## src/rtl/health_tracker.sv

```systemverilog
// N-channel health tracker: edge-detected hits/heals, post-hit invincibility,
// saturating health, sticky death, global revive. All state updates on the sampling edge.
module health_tracker #(
  parameter int N          = 2,
  parameter int W          = 8,
  parameter int MAX_HEALTH = 250,
  parameter int DAMAGE     = 20,
  parameter int HEAL_AMT   = 10,
  parameter int INV_CYCLES = 60
) (
  input  logic           Clk,
  input  logic           Reset_n,
  input  logic [N-1:0]   hit,
  input  logic [N-1:0]   heal,
  input  logic           revive,
  output logic [N*W-1:0] health,
  output logic [N-1:0]   dead,
  output logic [N-1:0]   damaged,
  output logic [N-1:0]   invincible,
  output logic [N-1:0]   winner
);

  // A disabled window still needs a 1-bit counter to keep the vector legal.
  localparam int CW = (INV_CYCLES > 0) ? $clog2(INV_CYCLES + 1) : 1;

  localparam logic signed [W+1:0] C_DMG    = (W+2)'(DAMAGE);
  localparam logic signed [W+1:0] C_HEAL   = (W+2)'(HEAL_AMT);
  localparam logic signed [W+1:0] C_MAX_S  = (W+2)'(MAX_HEALTH);
  localparam logic [W-1:0]        C_MAX_U  = W'(MAX_HEALTH);
  localparam logic [CW-1:0]       C_INV    = CW'(INV_CYCLES);
  localparam logic [CW-1:0]       C_ONE    = CW'(1);

  typedef enum logic [1:0] {
    S_READY = 2'd0,
    S_COOL  = 2'd1,
    S_DEAD  = 2'd2
  } state_t;

  state_t        r_state     [N];
  state_t        w_state_nx  [N];
  logic [CW-1:0] r_cnt       [N];
  logic [CW-1:0] w_cnt_nx    [N];
  logic [W-1:0]  r_health    [N];
  logic [W-1:0]  w_health_nx [N];

  logic [N-1:0]  r_hit_d, r_heal_d;
  logic [N-1:0]  r_dead, r_damaged;
  logic [N-1:0]  w_dead_nx, w_damaged_nx;
  logic [N-1:0]  w_hit_rise, w_heal_rise;

  assign w_hit_rise  = hit  & ~r_hit_d;
  assign w_heal_rise = heal & ~r_heal_d;

  always_ff @(posedge Clk or negedge Reset_n) begin
    if (!Reset_n) begin
      r_hit_d   <= '1;
      r_heal_d  <= '1;
      r_dead    <= '0;
      r_damaged <= '0;
      for (int i = 0; i < N; i++) begin
        r_state[i]  <= S_READY;
        r_cnt[i]    <= '0;
        r_health[i] <= C_MAX_U;
      end
    end else begin
      r_hit_d   <= hit;
      r_heal_d  <= heal;
      r_dead    <= w_dead_nx;
      r_damaged <= w_damaged_nx;
      for (int i = 0; i < N; i++) begin
        r_state[i]  <= w_state_nx[i];
        r_cnt[i]    <= w_cnt_nx[i];
        r_health[i] <= w_health_nx[i];
      end
    end
  end

  always_comb begin
    w_dead_nx    = r_dead;
    w_damaged_nx = '0;
    for (int i = 0; i < N; i++) begin
      logic                w_open;
      logic                w_hit_acc;
      logic                w_heal_acc;
      logic signed [W+1:0] w_sum;

      w_state_nx[i]  = r_state[i];
      w_cnt_nx[i]    = r_cnt[i];
      w_health_nx[i] = r_health[i];

      // The last cooldown cycle already accepts a new hit.
      w_open     = (r_state[i] == S_READY) ||
                   ((r_state[i] == S_COOL) && (r_cnt[i] <= C_ONE));
      w_hit_acc  = w_hit_rise[i] && w_open;
      w_heal_acc = w_heal_rise[i] && (r_state[i] != S_DEAD);

      if (r_state[i] == S_COOL) begin
        if (r_cnt[i] <= C_ONE) begin
          w_state_nx[i] = S_READY;
          w_cnt_nx[i]   = '0;
        end else begin
          w_cnt_nx[i] = r_cnt[i] - C_ONE;
        end
      end

      w_sum = $signed({2'b00, r_health[i]});
      if (w_hit_acc)  w_sum = w_sum - C_DMG;
      if (w_heal_acc) w_sum = w_sum + C_HEAL;

      if (w_hit_acc || w_heal_acc) begin
        if (w_sum <= 0)            w_health_nx[i] = '0;
        else if (w_sum > C_MAX_S)  w_health_nx[i] = C_MAX_U;
        else                       w_health_nx[i] = w_sum[W-1:0];
      end

      if (w_hit_acc) begin
        w_damaged_nx[i] = 1'b1;
        if (w_sum <= 0) begin
          w_dead_nx[i]  = 1'b1;
          w_state_nx[i] = S_DEAD;
          w_cnt_nx[i]   = '0;
        end else if (INV_CYCLES > 0) begin
          w_state_nx[i] = S_COOL;
          w_cnt_nx[i]   = C_INV;
        end
      end

      if (revive) begin
        w_state_nx[i]   = S_READY;
        w_cnt_nx[i]     = '0;
        w_health_nx[i]  = C_MAX_U;
        w_dead_nx[i]    = 1'b0;
        w_damaged_nx[i] = 1'b0;
      end
    end
  end

  for (genvar g = 0; g < N; g++) begin : g_out
    assign health[g*W +: W] = r_health[g];
    assign invincible[g]    = (r_state[g] == S_COOL);
  end

  assign dead    = r_dead;
  assign damaged = r_damaged;
  assign winner  = ((N > 1) && ($countones(~r_dead) == 1)) ? ~r_dead : '0;

endmodule

```

## config.mk

```make
export PLATFORM = sky130hd
export DESIGN_NAME = health_tracker
export DESIGN_NICKNAME = d
export VERILOG_FILES = /design/src/rtl/health_tracker.sv
export SDC_FILE = /design/constraint.sdc
export NUM_CORES = 1
export LEC_CHECK = 0
export ABC_AREA = 1
export CORE_AREA = 5 5 117 64
export DETAILED_ROUTE_END_ITERATION = 10
export DIE_AREA = 0 0 122 69
export GPL_TIMING_DRIVEN = 0
export PLACE_DENSITY_LB_ADDON = 0.2
export SYNTH_ARGS = -nofsm -noshare
export SYNTH_HDL_FRONTEND = slang
export SYNTH_SLANG_ARGS = --single-unit
```

## constraint.sdc

```tcl
create_clock -name Clk -period 3.6 [get_ports Clk]
set_input_delay 0.36 -clock Clk [delete_from_list [all_inputs] [get_ports Clk]]
set_output_delay 0.36 -clock Clk [all_outputs]
set_load 0.02 [all_outputs]
```

==> qor.yml, run 1 <==
rr_worst_depth: 19
ys_ff_latch: 38
ir_worst_vdd_mv: 0.2841
cts_tree: "done"
yosysMostFrequentCell: "nand2_1"
p_per_area_mw_per_mm2: 893.9
h-tree-depth: 2
fin_crit_ns: 2.951
grt_max_degree: 39
setup_viol: 0
p_leak_uw: 0.001945
final_area_mm2: 0.003630
finalHoldViolCount: 0
coreArea_mm2: 0.006385
synth_area_mm2: 0.003037
regToRegEndpoint: "dead[0]"
syn_area_per_cell_um2: 6.659
syn_inst: 456
via_count: 2880
synth_top_cells_by_area: "nand2_1, dfrtp_1, dfstp_2"
slew_viol_final: 0
critPathKind: "reg -> reg"
drc: 0
ys_seq_area_frac: 0.3197
worst_hold_path_type: "in -> async"
nFillCells: 602
die_area_mm2: 0.008418
die_h_um: 69
crit_path_frequent_cell: "nand2_1"
rsz0062_at_grt: "no"
crit_path_cell_trace: "inv_1, ha_1, inv_1, nand2_1, nand3_2, nand2_4, nand2_4, nand2_1, and2_1, ha_1, nor2_1, xor2_1, nor2_1, nand2_1, nor2_2, nand2_1, nor2_4, o21ai_1, o21ai_0"
overflow: 0
place_congestion: 0.8947
cts_buffer_depth: 2
antenna_cells: 0
synth_common_cells: "nand2_1, inv_1, nor2_1"
ys_warn_count: 0
first_pass_iters: 4
synth_cell_types: 33
cts_buffers: 5
drv_cap: 0
num_io_pins: 31
outcome: "finished, final reports clean"
cts_root_buf: "clkbuf_16"
synth_area_leader_cell: "nand2_1"
ff2ff_setup_slack_ns: 0.65
layout-drive-gt1-share: 0.1684
die_w_um: 122
worstReg2RegStart: "r_cnt[6]"
port_buffers: 28
drtAntennaViolNets: 0
tightestPinTransition_ns: 0.8815
maxSlewHeadroom: 0.4123
insertion_delay_ns: 0.28
grt_pass1_wl_um: 12770
cp_max_fo: 10
fin_tns_setup_ns: 0
drt_iter0_drc: 181
arrival_ns: 3.09
cp-end-kind: "register"
synth_edf_count: 0
max_freq_ghz: 0.3389
antenna_found_initial: 0
initial_core_util: 0.4756
fin_crit_sh: 0.8197
rows: 21
async_flop_share: 1.000
max_stage_delay_ns: 0.39
critPathTopFamily: "simple AND/OR/NAND/NOR gates"
wl_um: 7420
finish.net_count: 507
placed_area_mm2: 0.003431
area_growth_syn_to_layout_pct: 19.53
cts_setup_buffers: 0
dp_hpwl_um: 5804
synth_ff_type: "dfrtp_1"
clock_sinks: 38
clkTransAtPathRegs_ns: 0.06
routedWlPerCell_um: 12.68
cp.buffers_inverters: 2
post_cts_resized: 0
grt_pass1_vias: 2611
grt_use_total: 0.1861
hold_buffers: 0
required_ns: 3.74
crit_slowest_cell: "dfrtp_1"
synth_top_area_share: 0.1842
via_per_inst: 4.923
startpoint_type: "register"
skew_ns: 0.008454
[layout by cell type (no fill, tap or decap), types with 5 or more instances in the layout]
master	count
nor2_4	5
inv_1	55
dfstp_2	16
nor3_1	5
ha_1	8
nor2_1	47
xor2_1	11
nand4_1	9
nor2_2	7
nand2_1	149
nand3_1	37
inv_2	12
nand2_2	14
clkdlybuf4s50_1	27
clkbuf_16	5
a21oi_1	7
nand2_4	6
nand3b_1	5
o21ai_1	6
o21ai_0	13
dfrtp_1	22
[cells by family (layout without fill, tap and decap cells)]
family          count (synthesis)  after routing  synth area share
other cells                     1              2          0.001235
xor+xnor                       11             11           0.03173
flops                          38             38            0.3197
fa+ha+maj                       8              8           0.03296
buf+inv                        74            110           0.09641
compound gates                 28             28           0.04780
simple gates                  296            296            0.4701
[metrics by stage]
step / setup WS (ns) / total power [µW] / cells / utilization / hold WS, ns
final: 0.6492 / 3245 / 585 / 0.5685 / 0.2017
after global placement: 0.5044 / 2578 / 577 / 0.5381 / 0.5093
after detailed placement: 0.4787 / 2634 / 577 / 0.5373 / 0.5064
after floorplan: 1.029 / 2160 / 457 / - / 0.06441
after CTS: 0.6806 / 3243 / 585 / 0.5685 / 0.2287
after global routing: 0.3551 / 3552 / 585 / 0.5685 / 0.2785
[worst reg2reg max path, stage by stage (launching register included)]
cell and delay (ns):
dfrtp_1 0.39, inv_1 0.08, ha_1 0.25, inv_1 0.07
nand2_1 0.05, nand3_2 0.11, nand2_4 0.11, nand2_4 0.16
nand2_1 0.12, and2_1 0.17, ha_1 0.21, nor2_1 0.14
xor2_1 0.25, nor2_1 0.06, nand2_1 0.07, nor2_2 0.04
nand2_1 0.09, nor2_4 0.05, o21ai_1 0.24, o21ai_0 0.16
[final cells by class]
type	count	area [µm²]	share of cell area
buffer	4	30.03	0.008273
timing repair buffer	28	275.3	0.07584
clock inverter	2	60.06	0.01655
inverter	70	262.8	0.07239
tap	92	115.1	0.03171
clock buffer	6	138.9	0.03826
sequential	38	970.9	0.2675
multi-input combinational	345	1777	0.4895
[flip-flops by register name (all words and copies together), names as in the netlist]
| name | count |
|---|---|
| damaged | 2 |
| dead | 2 |
| health | 14 |
| r_cnt | 12 |
| r_heal_d | 2 |
| r_hit_d | 2 |
| r_state | 4 |
[metal layers]
metal / part of all wire / vias up / track usage
met5: 0 / - / 0
met3: 0.049 / 5 / 0.04085
met1: 0.55 / 1328 / 0.2935
li1: - / 1487 / -
met4: 0.0065 / 0 / 0.03354
met2: 0.39 / 60 / 0.2579
[power breakdown]
group	total (µW)	internal [µW]	switching, µW
sequential	796	605	191
clock	592	416	176
combinational	1860	690	1170
[worst max path at each step]
stage	from	to	slack (ns)	depth (start not counted)
after global routing	r_cnt[0]	health[9]	0.36	23
final	r_cnt[6]	dead[0]	0.65	19
after CTS	r_cnt[0]	r_state[1]	0.68	21
after detailed placement	hit[1]	r_state[1]	0.48	17
after global placement	hit[1]	r_state[1]	0.50	17
after floorplan	r_cnt[0]	r_cnt[2]	1.03	22
Power figures use the tool's default switching activity.
==> run 2: changes to the inputs <==
==> constraint.sdc (replaced) <==
create_clock -name Clk -period 2.7 [get_ports Clk]
set_input_delay 0.27 -clock Clk [delete_from_list [all_inputs] [get_ports Clk]]
set_output_delay 0.27 -clock Clk [all_outputs]
set_load 0.02 [all_outputs]
==> qor.yml, run 2 (synthesis gave the netlist of run 1 again) <==
ir_worst_vdd_mv: 0.3925  # +38%
crit_path_frequent_cell: "nand2_4"
via_per_inst: 4.971  # +0.98%
grt_use_total: 0.1971  # +0.01102
rows: 21  # unchanged
p_leak_uw: 0.002175  # +12%
finish.net_count: 546  # +7.7%
fin_crit_ns: 2.665  # -0.2860 ns
routedWlPerCell_um: 13.96  # +10%
skew_ns: 0.006907  # -0.001547 ns
clock_sinks: 38  # unchanged
drv_cap: 0  # unchanged
crit_slowest_cell: "dfrtp_2"
max_freq_ghz: 0.3753  # +11%
grt_pass1_wl_um: 13480  # +5.6%
cts_buffer_depth: 2  # unchanged
clkTransAtPathRegs_ns: 0.06  # about the same
worst_hold_path_type: "in -> async"
maxSlewHeadroom: 0.4006  # -0.01171
critPathKind: "reg -> reg"
cts_root_buf: "clkbuf_16"
antenna_found_initial: 0  # unchanged
coreArea_mm2: 0.006385  # unchanged
die_h_um: 69  # unchanged
place_congestion: 0.8947  # unchanged
first_pass_iters: 4  # unchanged
drt_iter0_drc: 216  # +19%
p_per_area_mw_per_mm2: 1201  # +34%
port_buffers: 28  # unchanged
antenna_cells: 0  # unchanged
placed_area_mm2: 0.003431  # unchanged
grt_pass1_vias: 2786  # +6.7%
drtAntennaViolNets: 0  # unchanged
startpoint_type: "register"
max_stage_delay_ns: 0.44  # +0.05 ns
final_common_cell: "nand2_1"
via_count: 3102  # +7.7%
final_area_mm2: 0.004255  # +17%
drc: 0  # unchanged
rsz0062_at_grt: "yes"
slew_viol_final: 0  # unchanged
cp_max_fo: 7  # -3
tightestPinTransition_ns: 0.8991  # +0.01757 ns
largest_register_ffs: 14  # unchanged
crit_path_cell_trace: "inv_2, ha_4, inv_4, nand2_4, nand3_4, nand2_4, nand2_4, buf_8, nand2_4, nand2_4, ha_4, nand3b_1, nand3_2, nor2_1, nor2_1, inv_1, nand2_2, nand3_2, nor2_4, nor2_4, nand2_2, nand2_1"
finalHoldViolCount: 0  # unchanged
insertion_delay_ns: 0.29  # about the same
hold_buffers: 0  # unchanged
instances_no_fill: 624  # +6.7%
cts_buffers: 5  # unchanged
cp-end-kind: "register"
area_growth_syn_to_layout_pct: 40.13
final_cell_mix: "nand2_1, inv_1, nor2_1, buf_4, nand2_2"
wl_um: 8709  # +17%
die_w_um: 122  # unchanged
h-tree-depth: 2  # unchanged
required_ns: 2.88  # -0.86 ns
overflow: 0  # unchanged
hold_ws_ns: 0.1110  # -0.09070 ns
initial_core_util: 0.4756  # unchanged
cts_tree: "done"
setup_viol: 0  # unchanged
dp_cells: 577  # unchanged
layout-drive-gt1-share: 0.3609  # +0.1925
dp_hpwl_um: 5804  # unchanged
fin_crit_sh: 0.9870  # +0.1673
arrival_ns: 2.84  # -0.25 ns
grt_max_degree: 39  # unchanged
die_area_mm2: 0.008418  # unchanged
num_io_pins: 31  # unchanged
outcome: "finished, final reports clean"
==> run 2: cell types whose count changed in the layout (fill, tap and decap cells not counted), sizes merged <==
cell    change
buf        +39
clkinv      -1
inv         +1
==> run 2: worst max-delay path, delay by kind of cell, from the launching register on <==
kind	cells	cell delay, ns
flip-flops	1	0.44
adder cells (fa/ha/maj)	2	0.31
buffers and inverters	4	0.35
AND/OR/NAND/NOR	16	1.44
==> run 2: per-stage QoR <==
step           worst slack [ns]  utilization  setup TNS, ns  total power, µW
2_1_floorplan            0.1289            -              0             2880
3_3_place_gp            -0.3056       0.5381         -5.652             3438
3_5_place_dp            -0.3313       0.5373         -6.610             3512
4_1_cts               -0.006751       0.5998      -0.006751             4492
5_1_grt                 -0.1511       0.6665         -1.955             5539
6_report                0.03517       0.6665              0             5111
==> run 2: what timing repair did <==
item | in CTS | in global routing
hold endpoints to repair | 0 | 0
pin swaps | 10 | 50
setup endpoints to repair | 28 | 28
resized for setup | 14 | 82
buffers inserted | 21 | 20
==> run 2: worst paths after layout <==
| path | startpoint | endpoint | slack, ns | cells past startpoint |
|---|---|---|---|---|
| min | Reset_n | damaged[1] | 0.11 | 1 |
| min in group Clk | heal[1] | r_heal_d[1] | 0.41 | 1 |
| max | r_cnt[0] | r_state[0] | 0.04 | 22 |
| min reg2reg | r_cnt[11] | r_cnt[11] | 0.54 | 2 |
| max reg2reg | r_cnt[0] | r_state[0] | 0.04 | 22 |
| max in group asynchronous | Reset_n | r_cnt[0] | 1.97 | 1 |
==> run 2: area by class of cell <==
cell class,instances,area (µm²)
clock inverters,2,60.06
multi-input cells,345,2081
well taps,92,115.1
inverters,70,265.3
fillers,519,2130
flip-flops and latches,38,973.4
repair buffers,67,588.1
plain buffers,4,33.78
clock buffers,6,138.9
==> run 2: where the power goes <==
group / internal [µW] / switching [µW]
sequential: 809 / 277
clock: 555 / 240
combinational: 1340 / 1890
total: 2700 / 2410
==> run 2: routing by layer <==
| metal | routed length, µm | share of wire | track usage | up-vias |
|---|---|---|---|---|
| met5 | 0 | 0 | 0 | - |
| met4 | 102 | 0.012 | 0.04596 | 0 |
| met3 | 556 | 0.064 | 0.04739 | 12 |
| met2 | 3796 | 0.44 | 0.2800 | 92 |
| met1 | 4253 | 0.49 | 0.2985 | 1430 |
| li1 | - | - | - | 1568 |
==> run 3: changes to the inputs <==
--- a/config.mk
+++ b/config.mk
@@ -6,6 +6,7 @@
 export NUM_CORES = 1
 export LEC_CHECK = 0
 export ABC_AREA = 1
+export CAP_MARGIN = 20
 export CORE_AREA = 5 5 117 64
 export DETAILED_ROUTE_END_ITERATION = 10
 export DIE_AREA = 0 0 122 69
==> constraint.sdc (replaced) <==
create_clock -name Clk -period 3.4 [get_ports Clk]
set_input_delay 0.34 -clock Clk [delete_from_list [all_inputs] [get_ports Clk]]
set_output_delay 0.34 -clock Clk [all_outputs]
set_load 0.02 [all_outputs]
==> results of run 3 <==
Same layout as run 1 (identical final DEF). Status: finished, final reports clean.
Main changes from that run: setup slack after placement 0.4787 ns -> 0.2987 ns; setup slack after layout 0.6492 ns -> 0.4492 ns; hold slack 0.2017 ns -> 0.1817 ns; register-to-register setup slack 0.65 ns -> 0.45 ns; total power 3245 µW -> 3436 µW; worst IR drop on VDD 0.2841 mV -> 0.3009 mV
